[src/rtl/piso_shifter.sv]
// -----------------------------------------------------------------------------
// piso_shifter
//  Parametrised parallel-in/serial-out shifter. Accepts a WIDTH-bit word through
//  a valid/ready handshake and emits it one bit per shift_en strobe, MSB- or
//  LSB-first, with busy/done status.
//
//  Parameters
//   WIDTH       data word width in bits (>= 2)
//   MSB_FIRST   1: din[WIDTH-1] leaves first; 0: din[0] leaves first
//   IDLE_LEVEL  level driven on sout while no word is in flight
//
//  Ports
//   clk         system clock, rising edge
//   reset       asynchronous, active-high reset
//   load_valid  source presents a word on din
//   load_ready  shifter can accept a word (IDLE only, low while reset asserted)
//   din         parallel data word, sampled only at the accept edge
//   shift_en    bit-rate strobe; advances one bit per clock when high in SHIFT
//   sout        serial data out (registered)
//   sout_valid  high while sout carries a data or parity bit
//   busy        high in SHIFT state
//   done        one-cycle pulse after the last bit is consumed
//
//  Build option
//   PISO_PARITY_EN  when defined, an even-parity bit of the captured word is sent
//                   after the last data bit and the frame becomes WIDTH+1 bits.
// -----------------------------------------------------------------------------
module piso_shifter #(
    parameter int   WIDTH      = 8,
    parameter int   MSB_FIRST  = 1,
    parameter logic IDLE_LEVEL = 1'b0
) (
    input  logic             clk,
    input  logic             reset,
    input  logic             load_valid,
    output logic             load_ready,
    input  logic [WIDTH-1:0] din,
    input  logic             shift_en,
    output logic             sout,
    output logic             sout_valid,
    output logic             busy,
    output logic             done
);

`ifdef PISO_PARITY_EN
    localparam int NBITS = WIDTH + 1;
`else
    localparam int NBITS = WIDTH;
`endif
    localparam int CW = $clog2(NBITS + 1);

    typedef enum logic {
        IDLE  = 1'b0,
        SHIFT = 1'b1
    } state_t;

    state_t           state_r, state_s;
    logic [NBITS-1:0] shreg_r, shreg_s;
    logic [NBITS-1:0] frame_s;
    logic [CW-1:0]    cnt_r, cnt_s;
    logic             sout_r, sout_s;
    logic             sout_valid_r, sout_valid_s;
    logic             done_r, done_s;

`ifdef PISO_PARITY_EN
    // Even parity: the appended bit makes the total count of ones even.
    function automatic logic even_parity(input logic [WIDTH-1:0] d);
        return ^d;
    endfunction
`endif

    // Build the frame so that the output end always holds the next bit to send;
    // the parity bit, when present, sits at the far end and leaves last.
    function automatic logic [NBITS-1:0] load_frame(input logic [WIDTH-1:0] d);
`ifdef PISO_PARITY_EN
        if (MSB_FIRST != 0) begin
            return {d, even_parity(d)};
        end else begin
            return {even_parity(d), d};
        end
`else
        return d;
`endif
    endfunction

    function automatic logic out_bit(input logic [NBITS-1:0] s);
        if (MSB_FIRST != 0) begin
            return s[NBITS-1];
        end else begin
            return s[0];
        end
    endfunction

    // Move the frame one place toward the output end, zero fill behind it.
    function automatic logic [NBITS-1:0] shift_word(input logic [NBITS-1:0] s);
        if (MSB_FIRST != 0) begin
            return {s[NBITS-2:0], 1'b0};
        end else begin
            return {1'b0, s[NBITS-1:1]};
        end
    endfunction

    // State, datapath and output registers.
    always_ff @(posedge clk or posedge reset) begin
        if (reset) begin
            state_r      <= IDLE;
            shreg_r      <= '0;
            cnt_r        <= '0;
            sout_r       <= IDLE_LEVEL;
            sout_valid_r <= 1'b0;
            done_r       <= 1'b0;
        end else begin
            state_r      <= state_s;
            shreg_r      <= shreg_s;
            cnt_r        <= cnt_s;
            sout_r       <= sout_s;
            sout_valid_r <= sout_valid_s;
            done_r       <= done_s;
        end
    end

    // Next-state and next-output logic; sout is computed one clock ahead so the
    // registered output shows the first bit the cycle after capture.
    always_comb begin
        state_s      = state_r;
        shreg_s      = shreg_r;
        cnt_s        = cnt_r;
        sout_s       = sout_r;
        sout_valid_s = sout_valid_r;
        done_s       = 1'b0;
        frame_s      = load_frame(din);
        case (state_r)
            IDLE: begin
                if (load_valid) begin
                    state_s      = SHIFT;
                    shreg_s      = frame_s;
                    cnt_s        = '0;
                    sout_s       = out_bit(frame_s);
                    sout_valid_s = 1'b1;
                end else begin
                    state_s      = IDLE;
                    sout_s       = IDLE_LEVEL;
                    sout_valid_s = 1'b0;
                end
            end
            SHIFT: begin
                if (shift_en) begin
                    if (cnt_r == CW'(NBITS - 1)) begin
                        state_s      = IDLE;
                        cnt_s        = '0;
                        done_s       = 1'b1;
                        sout_s       = IDLE_LEVEL;
                        sout_valid_s = 1'b0;
                    end else begin
                        shreg_s      = shift_word(shreg_r);
                        cnt_s        = cnt_r + CW'(1);
                        sout_s       = out_bit(shift_word(shreg_r));
                        sout_valid_s = 1'b1;
                    end
                end else begin
                    sout_valid_s = 1'b1;
                end
            end
            default: begin
                state_s      = IDLE;
                cnt_s        = '0;
                sout_s       = IDLE_LEVEL;
                sout_valid_s = 1'b0;
            end
        endcase
    end

    assign sout       = sout_r;
    assign sout_valid = sout_valid_r;
    assign done       = done_r;
    assign busy       = (state_r == SHIFT);
    // Held low while reset is asserted so the source sees ready only after release.
    assign load_ready = (state_r == IDLE) && !reset;

endmodule

[config.mk]
export PLATFORM = sky130hd
export DESIGN_NAME = piso_shifter
export DESIGN_NICKNAME = d
export VERILOG_FILES = /design/src/rtl/piso_shifter.sv
export SDC_FILE = /design/constraint.sdc
export NUM_CORES = 1
export LEC_CHECK = 0
export ABC_AREA = 1
export CAP_MARGIN = 15
export CORE_UTILIZATION = 37
export CTS_CLUSTER_SIZE = 20
export DETAILED_ROUTE_END_ITERATION = 16
export SLEW_MARGIN = 20
export SYNTH_ARGS = -nofsm -noshare
export SYNTH_HDL_FRONTEND = slang
export SYNTH_SLANG_ARGS = --single-unit
[constraint.sdc]
create_clock -name clk -period 1.6 [get_ports clk]
set_clock_uncertainty 0.1 [all_clocks]
set_input_delay 0.48 -clock clk [delete_from_list [all_inputs] [get_ports clk]]
set_output_delay 0.48 -clock clk [all_outputs]
set_load 0.05 [all_outputs]
=== Word-level counts from Yosys, hierarchy flattened ===
Index checks and enable logic that the tools add are counted.

* Reductions and logical operators: 4
* Bitwise logic cells: 1
* Equality and inequality tests: 4
* Muxes and demuxes: 19
* Add/subtract/negate cells: 1

{| class="wikitable"
|+ Operators by type and width
! cell !! number
|-
| $mux W7 || 3
|-
| $pmux W7 S2 || 1
|-
| $mux W4 || 3
|-
| $mux W1 || 9
|-
| $pmux W4 S2 || 1
|-
| $ne A2 B2 Y1 const B || 3
|-
| $add A4 B1 Y4 const B || 1
|-
| $eq A4 B3 Y1 const B || 1
|-
| $pmux W1 S2 || 2
|-
| $reduce_and A3 Y1 || 1
|-
| $reduce_and A2 Y1 || 1
|-
| $logic_and A1 B1 Y1 || 1
|-
| $logic_not A1 Y1 || 1
|-
| $not A1 Y1 || 1
|}

* Word-level logic and storage cells: 34
* Output and inout bits: 5
* Bits of input ports: 12
* Flip-flop bits (word level): 14

=== Longest topological paths before layout ===
Gate-level depths: netlist of run 1.

* Word-level depth: 4
* Mapped depth: 6

=== Least setup slack after synthesis of run 1 ===
Ideal clock, no wire load.

* Path type: flip-flop to output port
* From: register sout_valid (netlist name)
* To: output port load_ready
* Path buffers: 1
* Data arrival time: 1.518 ns
* Stages on the path, launching flop included: 3
* Setup slack: -0.498 ns
* Required time: 1.020 ns
* Path through: dfrtp_1 > buf_2 > nor2_1

{| class="wikitable"
|+ RTL lines
! item !! RTL line !! RTL
|-
| end: declaration || 36 || <nowiki>output logic load_ready,</nowiki>
|}

==> results of run 1 <==
## flip-flops by register name (all words and copies together), names as in the netlist
name	count
cnt_r	4
done	1
shreg_r	7
sout	1
sout_valid	1
## Yosys cell counts
cell      n  area share, %
a21oi_1   2            1.4
buf_2     1           0.69
buf_4     1            1.0
dfrtp_1  14             48
ha_1      1            1.7
inv_1     7            3.6
inv_2     2            1.0
nand2_1  48             25
nand2_4   3            4.6
nand3_1   9            6.2
nand4_1   1           0.86
nor2_1    8            4.1
nor3_1    1           0.69
o21ai_0   2            1.4
## layout make-up
cell class	count	area, um^2
inverter	9	33.8
multi-input combinational	75	340
timing repair buffer	23	274
sequential	14	354
tap	25	31.3
clock buffer	4	36.3
fill	176	713
## worst paths after layout
| path | endpoint | slack, ns | cells past startpoint |
|---|---|---|---|
| max | load_ready | -0.05 | 2 |
| min | sout$_DFFE_PP0P_ | 0.27 | 3 |
| min in group clk | shreg_r[6]$_DFFE_PP0P_ | 0.41 | 2 |
| max reg2reg | cnt_r[0]$_DFFE_PP0P_ | 0.11 | 7 |
| min reg2reg | shreg_r[6]$_DFFE_PP0P_ | 0.41 | 2 |
| max in group asynchronous | sout_valid$_DFF_PP0_ | 0.95 | 3 |
## repair_timing
action / CTS / global route
setup buffers: 2 / 0
pin swaps: 1 / 1
setup endpoints to repair: 3 / 1
gates resized for setup: 2 / 0
endpoints found under the hold margin: 0 / 0
## tightest hold or removal path, delay by kind of cell
kind | cells | cell delay (ns)
buf+inv | 3 | 0.53
## where the power goes
group / total [uW] / switching, uW / internal (uW)
clock: 254 / 116 / 138
sequential: 597 / 115 / 482
combinational: 739 / 409 / 331
## cells by family after synthesis
group | after synthesis
flops | 14
simple gates | 70
compound gates | 4
buf+inv | 11
fa+ha+maj | 1
## metrics by stage
| step | utilization, % | cells | hold WS (ns) | total power (uW) | setup WS [ns] |
|---|---|---|---|---|---|
| 2_1_floorplan | - | 100 | 0.269 | 1040 | 0.0112 |
| 3_3_place_gp | 57.1 | 144 | 0.390 | 1310 | -0.200 |
| 3_5_place_dp | 57.1 | 144 | 0.392 | 1320 | -0.207 |
| 4_1_cts | 60.0 | 150 | 0.263 | 1610 | -0.0991 |
| 5_1_grt | 60.0 | 150 | 0.318 | 1720 | -0.0911 |
| 6_report | 60.0 | 150 | 0.266 | 1590 | -0.0539 |
## layer usage
metal / track usage (%) / vias up / part of all wire, %
li1: - / 358 / -
met1: 22.1 / 301 / 47
met2: 28.9 / 12 / 49
met3: 2.35 / 2 / 3.2
met4: 8.82 / 0 / 0.85
met5: 0 / - / 0
==> summary.md, run 1 <==
| Metric | Value |
|---|---|
| Outcome | `finished, violations left` |
| Failing checks | `setup timing` |
| Leak | `0.000579 uW` |
| Worst Path Arrival | `about 1.1 ns` |
| Initial core utilization | `between 40% and 50%` |
| Leading cell type in the layout, fill and taps excluded | `nand2_1` |
| # setup viols final | `1` |
| Crit path max fanout | `5` |
| Gr usage total | `between 15 and 20%` |
| Area Growth Syn to Fin | `46.7%` |
| Post-Synthesis Cells | `100` |
| CTS clk-pin slew, worst paths | `roughly 0.090 ns` |
| Number of global-route vias before repair | `636` |
| MaxCap Viol Count | `0` |
| Synth Register Bits | `14` |
| DR vias | `around 670` |
| Dpl cell area | `approximately 0.0010 mm^2` |
| Die area | `~0.0022 mm^2` |
| RSZ-0062 raised after global routing | `yes` |
| CTS Hold Bufs | `0` |
| Slowest cell on crit path | `dfrtp_4` |
| VDD IR max | `786 uV` |
| Fin crit share | `103%` |
| DR DRC count | `0` |
| CTS tree | `yes` |
| Layout cells sized above 1 | `18.4%` |
| Worst slew margin | `between 80% and 90%` |
| Rows | `15` |
| Synth Area in Compound Gates | `~2.7%` |
| Final Hold Fails | `0` |
| Cell breakdown of the critical path | `nor2_4 -> buf_12` |
| Post-synthesis mux area share | `0%` |
| Worst Max-Slew Pin Slew | `~0.19 ns` |
| Post-layout minimum cycle time | `~1.7 ns` |
| Post-Synth XOR/XNOR Area | `0%` |
| Setup TNS after final layout | `-0.0539 ns` |
| Avg Cell Area, Syn | `around 7.3 um^2` |
| Inserted Diodes | `0` |
| PortBufs | `16` |
| Pwr per Cell Area | `between 1000 and 1500 mW/mm^2` |
| DPL Wire Length | `between 1000 and 1500 um` |
| Setup slack after layout | `-0.0539 ns` |
| Worst path bufs/invs | `1` |
| Register area share after synthesis | `between 40% and 50%` |
| Largest family of logic cells by synthesized area | `simple AND/OR/NAND/NOR gates` |
| Total clock buffers created by CTS | `3` |
| Total gr overflow | `0` |
| Die height | `46.4 um` |
| Initial antenna violation count | `0` |
| H-tree depth | `1` |
| Pin count of the biggest net entering global routing | `15` |
| Reg-to-Reg Start | `sout_valid$_DFF_PP0_` |
| Final antenna-violating net count | `0` |
| Drt initial violations | `6` |
| Critical Path RT | `about 1.0 ns` |
| Core ar. | `about 0.0018 mm^2` |
| Max stage delay on crit path | `0.54 ns` |
| Top delay family on crit path | `flip-flops` |
| Max Slew Vio Count | `0` |
| Cell variety after synth | `14` |
| Global-route wire length before repair | `between 2000 and 3000 um` |
| Most frequent cells in the layout | `nand2_1 (48), dfrtp_1 (13), clkdlybuf4s50_1 (10)` |
| Syn Nets | `~110` |
| Post-route cell area | `0.00107 mm^2` |
| Adder-Cell Fraction of Synth Area | `around 1.7%` |
| WL/cell | `around 10 um` |
| Mapped Area | `~730 um^2` |
| Peak Freq | `605 MHz` |
| Critical path origin | `sout_valid$_DFF_PP0_` |
| Net count reported at finish | `between 100 and 150` |
| Worst setup path category | `reg -> out` |
| I/O pin count | `17` |
| Crit end category | `output port` |
| Hold WC Path Type | `in -> async` |
| Worst setup SP type | `register` |
| Routed WL | `~1500 um` |
| Pre-antenna DRT Iters | `2` |
| YS warnings | `0` |
| Die X | `approximately 46 um` |
| Worst-Skew Late Latency | `0.27 ns` |
| Post-synthesis simple-gate area fraction | `roughly two fifths` |
| Clock Path Buffers | `2` |
| Vias per cell | `around 4.5` |
| RePlAce Congestion | `slightly below 0.7` |
| Number of clock sinks | `14` |
| Root Buffer | `clkbuf_4` |
Power figures use the tool's default switching activity.
==> run 2: changes to the inputs <==
- CTS_CLUSTER_DIAMETER: not set -> 40
==> results of run 2 <==
The final DEF is identical to that of run 1; final timing and power are the same.
==> patch 1, RTL diff (settings of run 1) <==
Reset style: synchronous (`reset`), changed in one clocked block. Comments in the files are not updated.
--- a/src/rtl/piso_shifter.sv
+++ b/src/rtl/piso_shifter.sv
@@ -101,7 +101,7 @@
     endfunction
 
     // State, datapath and output registers.
-    always_ff @(posedge clk or posedge reset) begin
+    always_ff @(posedge clk) begin
         if (reset) begin
             state_r      <= IDLE;
             shreg_r      <= '0;
Function: differs if reset is asserted again (counterexample within 4 cycles, from zero or initial values and one cycle with reset high); with reset held inactive, the same outputs for 10 cycles.
==> patch 1 against run 1 <==
  * Area after synthesis fell by 8.1%
  * Critical endpoint unchanged
  * Largest cell class is now multi-input gates
  * Die area decreased by 7.7%
  * Final area down 7.4%
  * Sequential cell count unchanged
  * Critical path type unchanged
  * Via count increased by 3.3%
  * Worst setup slack improved by 130 ps
  * Routed wire length rose by 0.52%
  * Critical path depth is the same
Power is not compared: it rests on default switching activity, and its combinational part moved more than twofold at a synthesized area within 25%.
==> patch 1: results (changes against run 1) <==
* Status: finished clean (was complete, but fails checks)
* GRT Overall Usage at 18.0% (was 17.5%)
* Sequential share of the synthesized area at 41.8% (was 48.0%)
* Avg WL per Cell at 10.7 um (was 10.3 um)
* RD Place Congestion at 0.832 (was 0.676)
* Share of cells above drive strength 1 at 20.0% (was 18.4%)
* CTS Buf Count at 3 (unchanged)
* Largest net degree at the start of global routing at 14 (was 15)
* Peak VDD IR at 0.000475 V
* Hold/Removal Path Class: reg2reg (was in2async)
* Vias in the first global route at 571 (was 636)
* Diodes inserted at 0 (unchanged)
* CTS Buffer Depth at 2 (unchanged)
* CTS Root Cell: clkbuf_4 (unchanged)
* Synth warn at 0 (unchanged)
* Delay of the slowest critical-path stage at 410 ps (was 540 ps)
* NetSw at 0.000248 W
* First-pass GRT wire length at 2530 um (was 2610 um)
* Drt first pass iters at 4 (was 2)
* I/O Buffers at 16 (unchanged)
* Number of DRC markers in iteration 0 at 20 (was 6)
* Top flop regs: shreg_r x7, cnt_r x4 (unchanged)
* FILL cells at 177 (was 176)
* Top cells by area, synth: dfxtp_1 42%, nand2_1 14%, nor2_1 9.0% (was dfrtp_1 48%, nand2_1 25%, nand3_1 6.2%)
* Ys async rst share at 0% (was 100%)
* Largest fanout on the critical path at 11 (was 5)
* Register Area at 284 um2 (was 354 um2)
* Reg clk slew, reported paths at 90 ps (about the same)
* Initial antenna violation count at 0 (unchanged)
* Worst path arrival time at 940 ps (was 1070 ps)
* DR vias at 695 (was 673)
* Worst skew pair latency at 280 ps
* Syn Area/Cell at 6.99 um2 (was 7.29 um2)
* Synth cell types at 19 (was 14)
* CP max-delay cell: dfxtp_4 (was dfrtp_4)
* Pleak at 0.441 nW
* Placed instance area at 957 um2 (was 1020 um2)
* Synth Net Count at 109 (was 113)
* Synth cell count leaders: 25 x nand2_1, 16 x nor2_1, 14 x dfxtp_1 (was 48 x nand2_1, 14 x dfrtp_1, 9 x nand3_1)
* Slew headroom at 85.3% (was 87.4%)
* Most used DFF post-synth: dfxtp_1 (was dfrtp_1)
* Final HPWL DP at 1130 um (was 1080 um)
* H-tree depth at 1 (unchanged)
* Final-stage net count at 134 (was 139)
-- patch 1: cell count changes in the layout (fill, tap and decap cells not counted), sizes merged, moves of 2 or more --
cell    before  now
nand3        9    7
a21oi        2    7
inv          9    6
o21bai       0    6
nor2         8   16
nand2       51   28
dfrtp       14    0
dfxtp        0   14
-- patch 1: power by group through the flow --
stage	Clock (W)	Combinational [W]	Sequential, W
4_1_cts	0.000263	0.000210	0.000394
2_1_floorplan	0	0.000103	0.000407
6_report	0.000260	0.000207	0.000394
5_1_grt	0.000279	0.000227	0.000398
3_3_place_gp	0	0.000206	0.000402
3_5_place_dp	0	0.000209	0.000402
-- patch 1: worst paths after layout --
kind              cells past startpoint         end  slack [ps]       start
setup reg to reg                      6  shreg_r[5]         140    cnt_r[0]
hold / removal                        2  shreg_r[0]         380  shreg_r[0]
setup / recovery                      2  load_ready          80  sout_valid
hold reg to reg                       2  shreg_r[0]         380  shreg_r[0]
-- patch 1: logic make-up (layout without fill, tap and decap cells) --
| kind of cell | after synthesis | count (layout) | synth area share [%] |
|---|---|---|---|
| AO/OA/AOI/OAI | 18 | 18 | 16.2 |
| adder cells (fa/ha/maj) | 1 | 1 | 1.87 |
| buffers and inverters | 9 | 33 | 5.78 |
| flip-flops | 14 | 14 | 41.8 |
| AND/OR/NAND/NOR | 54 | 54 | 34.3 |
-- patch 1: timing repair --
item,in CTS,in global routing
buffers inserted,0,0
pin swaps,1,0
setup endpoints to repair,1,1
gates resized for setup,3,1
-- patch 1: area by class of cell --
type / count / area share (%)
well taps: 25 / 3.16
multi-input cells: 73 / 36.2
repair buffers: 23 / 26.0
flip-flops and latches: 14 / 28.7
inverters: 6 / 2.27
clock buffers: 4 / 3.66
-- patch 1: metal layers --
| metal | track usage [%] | up-vias | part of all wire [%] |
|---|---|---|---|
| met5 | 0 | - | 0 |
| met4 | 7.27 | 0 | 1.6 |
| met3 | 6.12 | 5 | 5.6 |
| met2 | 27.1 | 22 | 46 |
| met1 | 23.4 | 303 | 47 |
| li1 | - | 365 | - |
-- patch 1: critical path: cells and delay by family (launching register included) --
family	cells	cell delay [ps]
flip-flops	1	410
AND/OR/NAND/NOR	1	110
buffers and inverters	1	140
-- patch 1: per-stage QoR --
| stage | setup slack, ps | cells | hold WS (ps) | setup TNS [ps] | power, W |
|---|---|---|---|---|---|
| finish | 75.1 | 145 | 385 | 0 | 0.000861 |
| global route | 43.1 | 145 | 411 | 0 | 0.000903 |
| CTS | 2.35 | 145 | 393 | 0 | 0.000867 |
| detailed placement | -230 | 141 | 372 | -1050 | 0.000611 |
| global placement | -227 | 141 | 352 | -928 | 0.000608 |
| floorplan | 65.3 | 96 | 340 | 0 | 0.000510 |
==> patch 2, RTL diff (settings of run 1) <==
Made on the original files. `MSB_FIRST`: 1 -> 0. Comments in the files are not updated.
--- a/src/rtl/piso_shifter.sv
+++ b/src/rtl/piso_shifter.sv
@@ -27,7 +27,7 @@
 // -----------------------------------------------------------------------------
 module piso_shifter #(
     parameter int   WIDTH      = 8,
-    parameter int   MSB_FIRST  = 1,
+    parameter int   MSB_FIRST  = 0,
     parameter logic IDLE_LEVEL = 1'b0
 ) (
     input  logic             clk,
Behaviour: not the same (a bounded check fails within 4 cycles, from zero or initial values and one cycle with reset high).
==> patch 2 against run 1 <==
  * The flow still finishes with violations (setup timing)
  * Critical path depth is the same
  * Routed wire length shrank 5.3%
  * Power shrank 0.22%
  * Area after synthesis grew 0.34%
  * Via count shrank 0.59%
  * Worst setup slack gained 1.7 ps
  * Sequential share of layout area grew 0.31 points
  * Sequential cell count is the same
  * Largest cell class unchanged
  * Register-to-register slack gained 30 ps
  * Final area shrank 0.94%
==> patch 2: results (changes against run 1) <==
* First-pass GRT wire length at 2520 um (was 2610 um)
* Worst Setup Slack, final at -52.2 ps (was -53.9 ps)
* Met2 WL at 611 um (was 756 um)
* Final setup fails at 1 (unchanged)
* Failing checks: setup timing (unchanged)
* P_int at 0.000950 W (was 0.000951 W)
* M3 GR Usage at 3.53% (was 2.35%)
* RD Place Congestion at 0.739 (was 0.676)
* Synth Net Count at 112 (was 113)
* Vias in the first global route at 616 (was 636)
* Final HPWL DP at 1070 um (was 1080 um)
* Setup bufs post-CTS at 1 (was 2)
* Share of cells above drive strength 1 at 20.2% (was 18.4%)
* Top cells by area, synth: dfrtp_1 48%, nand2_1 22%, nand3_1 6.8% (was dfrtp_1 48%, nand2_1 25%, nand3_1 6.2%)
* Number of DRC markers in iteration 0 at 12 (was 6)
* GRT met2 Usage at 26.1% (was 28.9%)
* Status: complete, but fails checks (unchanged)
* Slew @ Worst Pin at 187 ps (was 189 ps)
* Routed length on met1 at 733 um (was 718 um)
* Pleak at 0.567 nW (was 0.579 nW)
* Peak VDD IR at 0.000855 V (was 0.000786 V)
* Via density at 4.49 (about the same)
* GRT Overall Usage at 17.3% (was 17.5%)
* Drt first pass iters at 4 (was 2)
* Synth cell count leaders: 43 x nand2_1, 14 x dfrtp_1, 11 x nor2_1 (was 48 x nand2_1, 14 x dfrtp_1, 9 x nand3_1)
* DRT Wirelength at 1460 um (was 1540 um)
* Met1 Resource Use GR at 22.3% (was 22.1%)
-- patch 2: cell count changes in the layout (fill, tap and decap cells not counted), moves of 2 or more --
cell     before  now
nand2_2       0    2
inv_1         7    5
nand2_1      48   43
nor2_1        7   10
-- patch 2: final cells by class --
type	instances	area share, %
multi-input combinational	76	33.1
tap	25	2.95
inverter	7	2.48
timing repair buffer	23	24.7
clock buffer	4	3.42
sequential	14	33.4
-- patch 2: logic make-up after synthesis --
logic type               count (synthesis)  synth area share (%)
flip-flops                              14                  47.9
adder cells (fa/ha/maj)                  1                  1.71
AO/OA/AOI/OAI                            4                  2.73
AND/OR/NAND/NOR                         71                  42.4
buffers and inverters                    9                  5.30
-- patch 2: path summary, 6_finish.rpt --
kind	startpoint	to	slack (ps)	cells after the start
min	reset	sout_valid	270	3
max in group asynchronous	reset	sout_valid	940	3
min in group clk	shreg_r[6]	shreg_r[6]	420	2
max	sout_valid	load_ready	-50	2
min reg2reg	shreg_r[6]	shreg_r[6]	420	2
max reg2reg	sout_valid	cnt_r[0]	140	7
-- patch 2: power by group through the flow --
stage	Clock [W]	Combinational (W)	Sequential [W]
after global routing	0.000278	0.000815	0.000632
after CTS	0.000261	0.000731	0.000611
after detailed placement	0	0.000699	0.000635
after global placement	0	0.000690	0.000630
after floorplan	0	0.000411	0.000649
final	0.000254	0.000723	0.000610
-- patch 2: worst max-delay path, cell delays in order (launching register included) --
cell and delay [ps]:
dfrtp_4 540, nor2_4 120, buf_12 140
-- patch 2: through the flow --
step	cells	setup TNS (ps)	area, um2	worst slack [ps]	hold WS, ps
after detailed placement	144	-825	1010	-217	394
after global routing	149	-85.3	1060	-85.3	288
final	149	-52.2	1060	-52.2	274
after global placement	144	-856	1010	-204	391
after floorplan	99	0	741	5.46	269
after CTS	149	-61.6	1060	-61.6	280
